<file path="src/rtl/cpu_clock_ctrl.sv">
// ============================================================================
// Module  : cpu_clock_ctrl
// Brief   : Run/single-step clock-enable controller for the RISC core.
//           Optional clk_sq LED output enabled by CPU_CLOCK_CTRL_SQUARE_OUT_EN.
// Revision: 1.0  initial release
// ============================================================================
`default_nettype none

module cpu_clock_ctrl #(
    parameter int unsigned DIV_LIMIT       = 500,
    parameter int unsigned DEBOUNCE_CYCLES = 1000,
    parameter int unsigned CNT_W           = 32
) (
    input  logic        clk,
    input  logic        rst_n,
    input  logic        run_sw,
    input  logic        step_btn,
    input  logic        cpu_halt,
    output logic        cpu_en,
    output logic [1:0]  state,
`ifdef CPU_CLOCK_CTRL_SQUARE_OUT_EN
    output logic        clk_sq,
`endif
    output logic [15:0] pulse_count
);

    localparam logic [CNT_W-1:0] c_div_limit = CNT_W'(DIV_LIMIT);
    localparam logic [CNT_W-1:0] c_db_last   = CNT_W'(DEBOUNCE_CYCLES - 1);
    localparam logic [15:0]      c_cnt_max   = 16'hFFFF;

    typedef enum logic [1:0] {
        ST_IDLE   = 2'd0,
        ST_RUN    = 2'd1,
        ST_STEP   = 2'd2,
        ST_HALTED = 2'd3
    } state_t;

    logic [CNT_W-1:0] r_presc;
    logic             w_tick;

    logic             r_run_s1;
    logic             r_run_s2;
    logic             r_step_s1;
    logic             r_step_s2;

    logic [CNT_W-1:0] r_db_cnt;
    logic             r_db_level;
    logic             w_db_accept;
    logic             r_step_req;

    state_t           r_state;
    logic             r_cpu_en;
    logic [15:0]      r_pulse_count;

    // ------------------------------------------------------------------
    // Prescaler: free-running in every state
    // ------------------------------------------------------------------
    assign w_tick = (r_presc == c_div_limit);

    always_ff @(posedge clk) begin
        if (!rst_n) begin
            r_presc <= '0;
        end else if (w_tick) begin
            r_presc <= '0;
        end else begin
            r_presc <= r_presc + 1'b1;
        end
    end

    // ------------------------------------------------------------------
    // Two-flop synchronizers for the asynchronous board inputs
    // ------------------------------------------------------------------
    always_ff @(posedge clk) begin
        if (!rst_n) begin
            r_run_s1  <= 1'b0;
            r_run_s2  <= 1'b0;
            r_step_s1 <= 1'b0;
            r_step_s2 <= 1'b0;
        end else begin
            r_run_s1  <= run_sw;
            r_run_s2  <= r_run_s1;
            r_step_s1 <= step_btn;
            r_step_s2 <= r_step_s1;
        end
    end

    // ------------------------------------------------------------------
    // Debounce: the level flips only after DEBOUNCE_CYCLES consecutive
    // differing samples; any agreeing sample restarts the count.
    // ------------------------------------------------------------------
    assign w_db_accept = (r_step_s2 != r_db_level) && (r_db_cnt == c_db_last);

    always_ff @(posedge clk) begin
        if (!rst_n) begin
            r_db_cnt   <= '0;
            r_db_level <= 1'b0;
            r_step_req <= 1'b0;
        end else begin
            r_step_req <= w_db_accept && r_step_s2;
            if (r_step_s2 == r_db_level) begin
                r_db_cnt <= '0;
            end else if (w_db_accept) begin
                r_db_level <= r_step_s2;
                r_db_cnt   <= '0;
            end else begin
                r_db_cnt <= r_db_cnt + 1'b1;
            end
        end
    end

    // ------------------------------------------------------------------
    // Control FSM with registered enable pulse
    // ------------------------------------------------------------------
`ifdef CPU_CLOCK_CTRL_SQUARE_OUT_EN
    logic r_clk_sq;
    assign clk_sq = r_clk_sq;
`endif

    always_ff @(posedge clk) begin
        if (!rst_n) begin
            r_state  <= ST_IDLE;
            r_cpu_en <= 1'b0;
`ifdef CPU_CLOCK_CTRL_SQUARE_OUT_EN
            r_clk_sq <= 1'b0;
`endif
        end else begin
            r_cpu_en <= 1'b0;
            case (r_state)
                ST_IDLE: begin
                    if (cpu_halt) begin
                        r_state <= ST_HALTED;
                    end else if (r_run_s2) begin
                        r_state <= ST_RUN;
                    end else if (r_step_req) begin
                        r_state <= ST_STEP;
                    end
                end
                ST_RUN: begin
                    if (cpu_halt) begin
                        r_state <= ST_HALTED;
                    end else if (!r_run_s2) begin
                        r_state <= ST_IDLE;
                    end else if (w_tick) begin
                        r_cpu_en <= 1'b1;
`ifdef CPU_CLOCK_CTRL_SQUARE_OUT_EN
                        r_clk_sq <= ~r_clk_sq;
`endif
                    end
                end
                ST_STEP: begin
                    // Extra step requests and run_sw are dropped while waiting
                    if (cpu_halt) begin
                        r_state <= ST_HALTED;
                    end else if (w_tick) begin
                        r_cpu_en <= 1'b1;
                        r_state  <= ST_IDLE;
`ifdef CPU_CLOCK_CTRL_SQUARE_OUT_EN
                        r_clk_sq <= ~r_clk_sq;
`endif
                    end
                end
                ST_HALTED: begin
                    r_state <= ST_HALTED;
                end
                default: begin
                    r_state <= ST_IDLE;
                end
            endcase
        end
    end

    // ------------------------------------------------------------------
    // Saturating pulse counter
    // ------------------------------------------------------------------
    always_ff @(posedge clk) begin
        if (!rst_n) begin
            r_pulse_count <= '0;
        end else if (r_cpu_en && (r_pulse_count != c_cnt_max)) begin
            r_pulse_count <= r_pulse_count + 16'd1;
        end
    end

    assign cpu_en      = r_cpu_en;
    assign state       = r_state;
    assign pulse_count = r_pulse_count;

endmodule

`default_nettype wire

</file>
<file path="config.mk">
export PLATFORM = sky130hd
export DESIGN_NAME = cpu_clock_ctrl
export DESIGN_NICKNAME = d
export VERILOG_FILES = /design/src/rtl/cpu_clock_ctrl.sv
export SDC_FILE = /design/constraint.sdc
export NUM_CORES = 1
export LEC_CHECK = 0
export CORE_MARGIN = 2
export CORE_UTILIZATION = 59
export CTS_CLUSTER_DIAMETER = 100
export CTS_CLUSTER_SIZE = 30
export DETAILED_ROUTE_END_ITERATION = 10
export PLACE_DENSITY = 0.88
export SLEW_MARGIN = 20
export SYNTH_ARGS = -nofsm -noshare
export SYNTH_HDL_FRONTEND = slang
export SYNTH_SLANG_ARGS = --single-unit
</file>
<file path="constraint.sdc">
create_clock -name clk -period 2.1 [get_ports clk]
set_input_delay 0.315 -clock clk [delete_from_list [all_inputs] [get_ports clk]]
set_output_delay 0.315 -clock clk [all_outputs]
set_load 0.05 [all_outputs]
</file>
==> metrics, run 1 <==
initial drt markers=178; min Tclk post-route=1.99 ns; fillers=513; dpl ws=0.238 ns; routability cong.=0.820; die area=7750 um2; Final Setup Violations=0; most frequent cells in the layout=87 x dfxtp_1, 80 x nor2_1, 51 x xor2_1; buffer and inverter count on the worst path=1; ys flop type=dfxtp_1; sequential share of the synthesized area=42.7%; Async S/R FF share, synth=0%; vias in the first global route=3136; Tot Pwr=3.35 mW; clock sink total=89; final setup TNS=0 ns; Cell Chain, Critical Path=clkdlybuf4s50_1; ratio of cells with drive above 1 in the final layout=8.78%; via count=3385; commonest non-fill, non-tap cell in the layout=dfxtp_1; Mapped Area=4170 um2; Tcrit/Tclk final=94.8%; vias per inst=5.67; Chip Height=88.1 um; nets=510; critical path peak fanout=7; setup bufs post-CTS=0; CTS clk-pin slew, worst paths=0.09 ns; Post-CTS Resized=0; DRT antenna net count=0; I/O Buffers=23; Yosys reg bits=89; first-pass GRT wire length=13.5 mm; Final Core Density=69.3%; static leakage=1.71 nW; Slew @ Worst Pin=0.607 ns; worst hold path type=reg -> reg; Slew Viols, Final=0; final wirelength=7.78 mm; Top Ports=24; Starting Density=61.0%; Worst Skew=0.0125 ns; slowest stage delay, CP=0.85 ns; Ys Warns=0; Post-synth EDFFs=0; Synth cell types=47; Avg WL per Cell=13.0 um; Setup crit end kind=output port; TritonCTS Buffers=9; CP arrival=1.68 ns; Slowest cell on crit path=clkdlybuf4s50_1; hpwl dp=5.27 mm; pin count of the biggest net entering global routing=33; Final Hold Violating Endpoints=0; Syn Inst Count=466; antenna violations before repair=0; Worst setup SP type=register; Syn Nets=480; CTS tree=done; outcome=finished, final reports clean; hold_buf cts=0; root buffer cell=clkbuf_8; Max-Cap Viols=0; Pre-antenna DRT Iters=4; CP delay by family, top=buffers and inverters; # H-tree levels=3; Max transition margin=59.2%; # DRC=0; RSZ-0062 raised after global routing=no; highest clock rate=0.502 GHz; CP Class=reg -> out; pwr dens=707 nW/um2; global route overflow=0; area growth from synthesis to layout=13.6%; Skew-Pair Late Insertion Delay=0.36 ns; worst setup margin=0.109 ns; core area=6830 um2; Die X=88.1 um; Mean Syn Cell Area=8.95 um2; worst vdd ir=0.713 mV; placement row count=30; Antenna diodes=0; Tot GR Track Use=21.6%; Worst Path Required=1.78 ns; CTS Buffer Depth=2
[synthesized netlist by cell type (2+ instances only)]
master | number | area share (%)
or2_2 | 2 | 0.30
nor3_1 | 6 | 0.72
and3_1 | 12 | 1.8
o21ai_0 | 10 | 1.2
ha_1 | 9 | 2.7
nor4_1 | 12 | 1.8
nand4_2 | 2 | 0.60
nor2_1 | 80 | 7.2
nand2b_1 | 3 | 0.45
nor3b_1 | 2 | 0.36
dfxtp_1 | 89 | 43
o211ai_1 | 2 | 0.36
nand3_1 | 27 | 3.2
or3_1 | 6 | 0.90
and4_1 | 12 | 2.5
buf_4 | 2 | 0.36
nand4_1 | 29 | 4.4
nand2_1 | 25 | 2.3
buf_2 | 3 | 0.36
nor4_4 | 2 | 1.0
a21oi_1 | 10 | 1.2
nor4b_1 | 2 | 0.42
and2_1 | 8 | 1.2
nor3_2 | 2 | 0.48
inv_1 | 12 | 1.1
a32o_1 | 2 | 0.48
nand3_2 | 2 | 0.48
xnor2_1 | 15 | 3.2
buf_6 | 6 | 1.6
clkbuf_1 | 5 | 0.45
xor2_1 | 51 | 11
[path summary, 6_finish.rpt]
kind / from / slack [ns] / end / cells after the start
setup reg to reg: r_db_cnt[19] / 0.20 / r_db_cnt[16] / 6
hold / removal: r_run_s1 / 0.44 / r_run_s2 / 1
hold reg to reg: r_run_s1 / 0.44 / r_run_s2 / 1
setup / recovery: pulse_count[4] / 0.11 / pulse_count[4] / 1
[report_power, final]
| part | switching [mW] | leakage (nW) | internal, mW |
|---|---|---|---|
| combinational | 0.224 | 0.889 | 0.145 |
| clock | 0.613 | 0.102 | 0.621 |
| sequential | 0.0324 | 0.720 | 1.71 |
[cells by family (layout without fill, tap and decap cells)]
family	after synthesis	after routing	share of synthesized area, %
DFF	89	89	42.7
adders and majority gates	9	9	2.70
AOI/OAI and AO/OA	32	32	4.89
and+or+nand+nor	241	241	31.7
muxes	1	1	0.240
buffers and inverters	28	63	3.87
xor gates and xnor gates	66	66	13.9
[metrics by stage]
step                      cells  instance area, um2  hold WS [ns]
after floorplan             466                4170         0.412
after global placement      581                4520         0.417
after detailed placement    581                4520         0.422
after CTS                   597                4730         0.442
after global routing        597                4730         0.460
final                       597                4730         0.437
[area by class of cell]
| cell class | count | area (um2) | area share [%] |
|---|---|---|---|
| flip-flops and latches | 89 | 1780 | 37.7 |
| clock buffers | 11 | 151 | 3.20 |
| repair buffers | 35 | 345 | 7.29 |
| clock inverters | 5 | 62.6 | 1.32 |
| inverters | 12 | 45.0 | 0.951 |
| well taps | 96 | 120 | 2.54 |
| multi-input cells | 349 | 2230 | 47.0 |
[metal layers]
metal	wire (um)	track usage, %
met5	0	0
met4	163	10.3
met3	349	3.30
met2	3620	35.1
met1	3650	28.3
[flip-flops by register name (all words and copies together) (netlist names)]
register and flops:
r_step_s1 1, r_step_s2 1, r_db_cnt 32, r_presc 32
state 2, r_run_s1 1, cpu_en 1, pulse_count 16
r_run_s2 1, r_step_req 1, r_db_level 1
(Power assumes the default switching activity.)
==> run 2, diff against run 1 <==
--- a/config.mk
+++ b/config.mk
@@ -5,12 +5,13 @@
 export SDC_FILE = /design/constraint.sdc
 export NUM_CORES = 1
 export LEC_CHECK = 0
-export CORE_MARGIN = 2
-export CORE_UTILIZATION = 59
+export CORE_MARGIN = 4
+export CORE_UTILIZATION = 60
+export CTS_BUF_LIST = sky130_fd_sc_hd__clkbuf_8
 export CTS_CLUSTER_DIAMETER = 100
 export CTS_CLUSTER_SIZE = 30
 export DETAILED_ROUTE_END_ITERATION = 10
-export PLACE_DENSITY = 0.88
+export PLACE_DENSITY = 0.89
 export SLEW_MARGIN = 20
 export SYNTH_ARGS = -nofsm -noshare
 export SYNTH_HDL_FRONTEND = slang
==> metrics, run 2 (synthesized netlist as in run 1, its figures left out) <==
outcome=finished, final reports clean; CP endpoint=pulse_count[2]; CP Launch Point=pulse_count[2]; r2r setup slk=0.18 ns (-0.02 ns); die area=8350 um2 (+7.6%); first-pass GRT wire length=14.9 mm (+10%); Worst setup SP type=register; RSZ-0062 raised after global routing=no; Avg WL per Cell=14.6 um (+12%); # DRC=0 (unchanged); CP delay by family, top=buffers and inverters; Chip Height=91.4 um (+3.7%); core area=6760 um2 (-1.1%); Worst Skew=0.0164 ns (+0.00395 ns); global route overflow=0 (unchanged); Die X=91.4 um (+3.7%); routability cong.=0.833 (+1.6%); area growth from synthesis to layout=12.6%; Tot GR Track Use=21.6% (-0.038 points); Worst Path Required=1.78 ns (about the same); pwr dens=702 nW/um2 (-0.69%); CTS clk-pin slew, worst paths=0.09 ns (about the same); worst hold path type=reg -> reg; initial drt markers=260 (+46%); CP Class=reg -> out; pin count of the biggest net entering global routing=33 (unchanged); hpwl dp=5.80 mm (+10%); Skew-Pair Late Insertion Delay=0.36 ns (about the same); I/O Buffers=23 (unchanged); static leakage=1.71 nW (about the same); R2R Path End=r_db_cnt[16]; Max-Cap Viols=0 (unchanged); Max transition margin=64.8% (+5.6 points); nets=512 (+0.39%); # H-tree levels=3 (unchanged); hold_buf cts=0 (unchanged); antenna violations before repair=0 (unchanged); worst reg2reg path depth=7 (+1); critical path depth in cells=1 (unchanged); Cell Chain, Critical Path=clkdlybuf4s50_1; hold slack=0.447 ns (+0.0100 ns); Setup crit end kind=output port; commonest non-fill, non-tap cell in the layout=dfxtp_1; Antenna diodes=0 (unchanged); Final Hold Violating Endpoints=0 (unchanged); buffer and inverter count on the worst path=1 (unchanged); Final Setup Violations=0 (unchanged); placement row count=30 (unchanged); final wirelength=8.51 mm (+9.3%); Top Ports=24 (unchanged); Slowest cell on crit path=clkdlybuf4s50_1; DRT antenna net count=0 (unchanged); CTS Buffer Depth=2 (unchanged); most frequent cells in the layout=87 x dfxtp_1, 80 x nor2_1, 51 x xor2_1; ratio of cells with drive above 1 in the final layout=8.96% (+0.18 points); CP arrival=1.68 ns (about the same); worst vdd ir=0.744 mV (+4.3%); Slew Viols, Final=0 (unchanged); slowest stage delay, CP=0.86 ns (about the same); Tcrit/Tclk final=95.1% (+0.35 points); highest clock rate=0.500 GHz (-0.37%); clock sink total=89 (unchanged); Starting Density=61.7% (+0.68 points); via count=3444 (+1.7%); CTS tree=done; Hold Path Depth=1 (unchanged); min Tclk post-route=2.00 ns (+0.00732 ns); root buffer cell=clkbuf_8; final setup TNS=0 ns (unchanged); worst r2r src=r_db_cnt[0]; Pre-antenna DRT Iters=5 (+1); TritonCTS Buffers=9 (unchanged); Slew @ Worst Pin=0.526 ns (-0.0810 ns); vias per inst=5.92 (+4.4%); vias in the first global route=3326 (+6.1%); critical path peak fanout=6 (-1)
run 2: final cells by class:
| cell class | instances | area [um2] |
|---|---|---|
| Tap cell | 80 | 100 |
| Sequential cell | 89 | 1780 |
| Clock buffer | 9 | 124 |
| Fill cell | 487 | 2060 |
| Inverter | 12 | 45.0 |
| Clock inverter | 6 | 68.8 |
| Multi-Input combinational cell | 349 | 2230 |
| Timing Repair Buffer | 37 | 348 |
run 2: power breakdown:
part / switching [mW] / total (mW) / internal, mW
sequential: 0.0351 / 1.75 / 1.71
clock: 0.616 / 1.17 / 0.549
combinational: 0.240 / 0.384 / 0.144
total: 0.891 / 3.30 / 2.41
run 2: timing repair:
| item | CTS | global route |
|---|---|---|
| gates resized for setup | 0 | 1 |
| buffers inserted | 0 | 0 |
| setup endpoints to repair | 0 | 1 |
run 2: worst min-delay path by stage:
stage	start	to	slack [ns]
finish	r_step_s1	r_step_s2	0.45
global route	r_step_s1	r_step_s2	0.47
CTS	r_step_s1	r_step_s2	0.45
detailed placement	r_step_s1	r_step_s2	0.43
global placement	r_step_s1	r_step_s2	0.42
floorplan	r_run_s1	r_run_s2	0.41
run 2: routing by layer:
layer | GRT usage [%] | part of all wire (%)
met1 | 26.4 | 44
met2 | 36.2 | 50
met3 | 4.47 | 4.6
met4 | 10.1 | 2.0
met5 | 0 | 0
run 2: per-stage QoR:
step / setup WS, ns / total power [mW] / instances / util [%] / cell area (um2)
floorplan: 0.107 / 2.05 / 466 / - / 4170
global placement: 0.268 / 2.13 / 567 / 66.6 / 4500
detailed placement: 0.225 / 2.15 / 567 / 66.6 / 4500
CTS: 0.109 / 3.30 / 582 / 69.5 / 4700
global route: 0.0248 / 3.44 / 582 / 69.5 / 4700
finish: 0.102 / 3.30 / 582 / 69.5 / 4700
==> run 3, diff against run 2 <==
--- a/config.mk
+++ b/config.mk
@@ -7,12 +7,11 @@
 export LEC_CHECK = 0
 export CORE_MARGIN = 4
 export CORE_UTILIZATION = 60
-export CTS_BUF_LIST = sky130_fd_sc_hd__clkbuf_8
+export CTS_BUF_LIST = sky130_fd_sc_hd__clkbuf_4
 export CTS_CLUSTER_DIAMETER = 100
 export CTS_CLUSTER_SIZE = 30
 export DETAILED_ROUTE_END_ITERATION = 10
-export PLACE_DENSITY = 0.89
-export SLEW_MARGIN = 20
+export PLACE_DENSITY_LB_ADDON = 0.05
 export SYNTH_ARGS = -nofsm -noshare
 export SYNTH_HDL_FRONTEND = slang
 export SYNTH_SLANG_ARGS = --single-unit
==> metrics, run 3 (synthesized netlist as in run 1, its figures left out) <==
vias in the first global route=3151 (-5.3%); CP arrival=1.71 ns (+0.03 ns); fillers=566 (+16%); Final Setup Violations=0 (unchanged); antenna violations before repair=0 (unchanged); Tcrit/Tclk final=96.3% (+1.1 points); GR Layer Usage met1=26.6% (+0.14 points); worst hold path type=reg -> reg; Gate power share=11.2% (-0.5 points); I/O Buffers=23 (unchanged); dpl ws=0.187 ns (-0.0379 ns); # H-tree levels=3 (unchanged); worst vdd ir=0.557 mV (-25%); placement row count=30 (unchanged); commonest non-fill, non-tap cell in the layout=dfxtp_1; Die X=91.4 um (unchanged); nets=511 (-0.20%); NetSw=0.793 mW (-11%); most frequent cells in the layout=87 x dfxtp_1, 80 x nor2_1, 51 x xor2_1; static leakage=1.80 nW (+5.1%); die area=8350 um2 (unchanged); Pre-antenna DRT Iters=4 (-1); CTS clk-pin slew, worst paths=0.13 ns (+0.04 ns); RSZ-0062 raised after global routing=no; Cell Chain, Critical Path=clkdlybuf4s50_1; Top Ports=24 (unchanged); setup bufs post-CTS=0 (unchanged); Worst setup SP type=register; core area=6760 um2 (unchanged); slowest stage delay, CP=0.84 ns (-0.02 ns); most used routing layer=met2; final setup TNS=0 ns (unchanged); buffer and inverter count on the worst path=1 (unchanged); Slew @ Worst Pin=0.511 ns (-0.0157 ns); Seq pwr share=54.8% (+1.8 points); Starting Density=61.7% (unchanged); CP delay by family, top=buffers and inverters; CP Class=reg -> out; area growth from synthesis to layout=12.3%; Slowest cell on crit path=clkdlybuf4s50_1; hpwl dp=5.52 mm (-4.8%); final wirelength=7.88 mm (-7.4%); Clk pwr share=33.9% (-1.4 points); Internal=2.39 mW (-0.53%); clock sink total=89 (unchanged); critical path peak fanout=5 (-1); met3 usage=6.38% (+1.9 points); global route overflow=0 (unchanged); Max-Cap Viols=0 (unchanged); CTS Buffer Depth=2 (unchanged); Slew Viols, Final=0 (unchanged); outcome=finished, final reports clean; TritonCTS Buffers=9 (unchanged); pin count of the biggest net entering global routing=33 (unchanged); vias per inst=5.60 (-5.3%); Avg WL per Cell=13.5 um (-7.4%); multi-input logic area=2230 um2 (unchanged); Tot Pwr=3.19 mW (-3.4%); min Tclk post-route=2.02 ns (+0.0234 ns); first-pass GRT wire length=14.0 mm (-5.7%); Switching Share=24.9% (-2.2 points); highest clock rate=0.495 GHz (-1.2%); root buffer cell=clkbuf_4; DRT antenna net count=0 (unchanged); Antenna diodes=0 (unchanged); Skew-Pair Late Insertion Delay=0.42 ns (+0.06 ns); ratio of cells with drive above 1 in the final layout=8.96% (unchanged); Worst Skew=0.0107 ns (-0.00569 ns); M2 GR Usage=32.3% (-3.9 points); Chip Height=91.4 um (unchanged); Tot GR Track Use=20.3% (-1.3 points); worst setup margin=0.0784 ns (-0.0234 ns); # DRC=0 (unchanged); pwr dens=681 nW/um2 (-3.1%); routability cong.=0.804 (-3.5%); via count=3262 (-5.3%); hold_buf cts=0 (unchanged); Setup crit end kind=output port; hold slack=0.461 ns (+0.0144 ns); FF/Latch Area=1780 um2 (unchanged); Final Hold Violating Endpoints=0 (unchanged); Max transition margin=65.8% (+1.0 points); CTS tree=done; initial drt markers=114 (-56%); Worst Path Required=1.78 ns (about the same)
run 3: cell types whose count changed in the layout (fill, tap and decap cells not counted):
cell,previous run,this run
buf_12,1,2
buf_4,13,11
bufinv_16,1,2
clkbuf_4,0,13
clkbuf_8,9,0
clkdlybuf4s50_1,23,17
clkinv_4,2,0
clkinvlp_4,1,0
dlygate4sd2_1,0,1
dlymetal6s2s_1,0,5
inv_6,1,0
o21ai_0,9,10
o21ai_1,1,0
run 3: area by class of cell:
type / instances / area share, %
Timing Repair Buffer: 36 / 7.78
Sequential cell: 89 / 38.1
Inverter: 12 / 0.962
Clock inverter: 3 / 1.39
Clock buffer: 13 / 2.08
Multi-Input combinational cell: 349 / 47.5
Tap cell: 80 / 2.14
run 3: worst paths after layout:
kind                          to  slack [ns]  cells past startpoint           start
setup / recovery  pulse_count[5]        0.08                      1  pulse_count[5]
setup reg to reg    r_db_cnt[18]        0.17                      7    r_db_cnt[30]
hold / removal         r_step_s2        0.46                      1       r_step_s1
hold reg to reg        r_step_s2        0.46                      1       r_step_s1
run 3: metal layers:
metal / routed length (um) / vias to the layer above
met3: 335 / 9
met5: 0 / -
met2: 3630 / 51
met4: 99 / 0
li1: - / 1689
met1: 3810 / 1513
run 3: metrics by stage:
step	util (%)	area [um2]	cells
after floorplan	-	4170	466
after global placement	66.7	4510	566
after detailed placement	66.7	4510	566
after CTS	69.1	4670	582
after global routing	69.3	4680	582
final	69.3	4680	582
run 3: worst reg2reg max path, cell delays in order (launching register included):
cell and delay, ns:
dfxtp_1 0.35, nor4_1 0.39, nand4_1 0.21, nor4_2 0.33, buf_4 0.16, or3_1 0.14
buf_12 0.19, nor2_1 0.07
run 3: power by group through the flow:
stage / clock network [mW] / logic [mW] / registers [mW]
final: 1.08 / 0.358 / 1.75
after detailed placement: 0 / 0.360 / 1.78
after global routing: 1.19 / 0.408 / 1.75
after CTS: 1.10 / 0.362 / 1.75
after global placement: 0 / 0.351 / 1.78
after floorplan: 0 / 0.212 / 1.84
run 3: what timing repair did:
| item | CTS | global route |
|---|---|---|
| pin swaps | 0 | 0 |
| resized for setup | 1 | 5 |
| endpoints found under the setup margin | 1 | 5 |
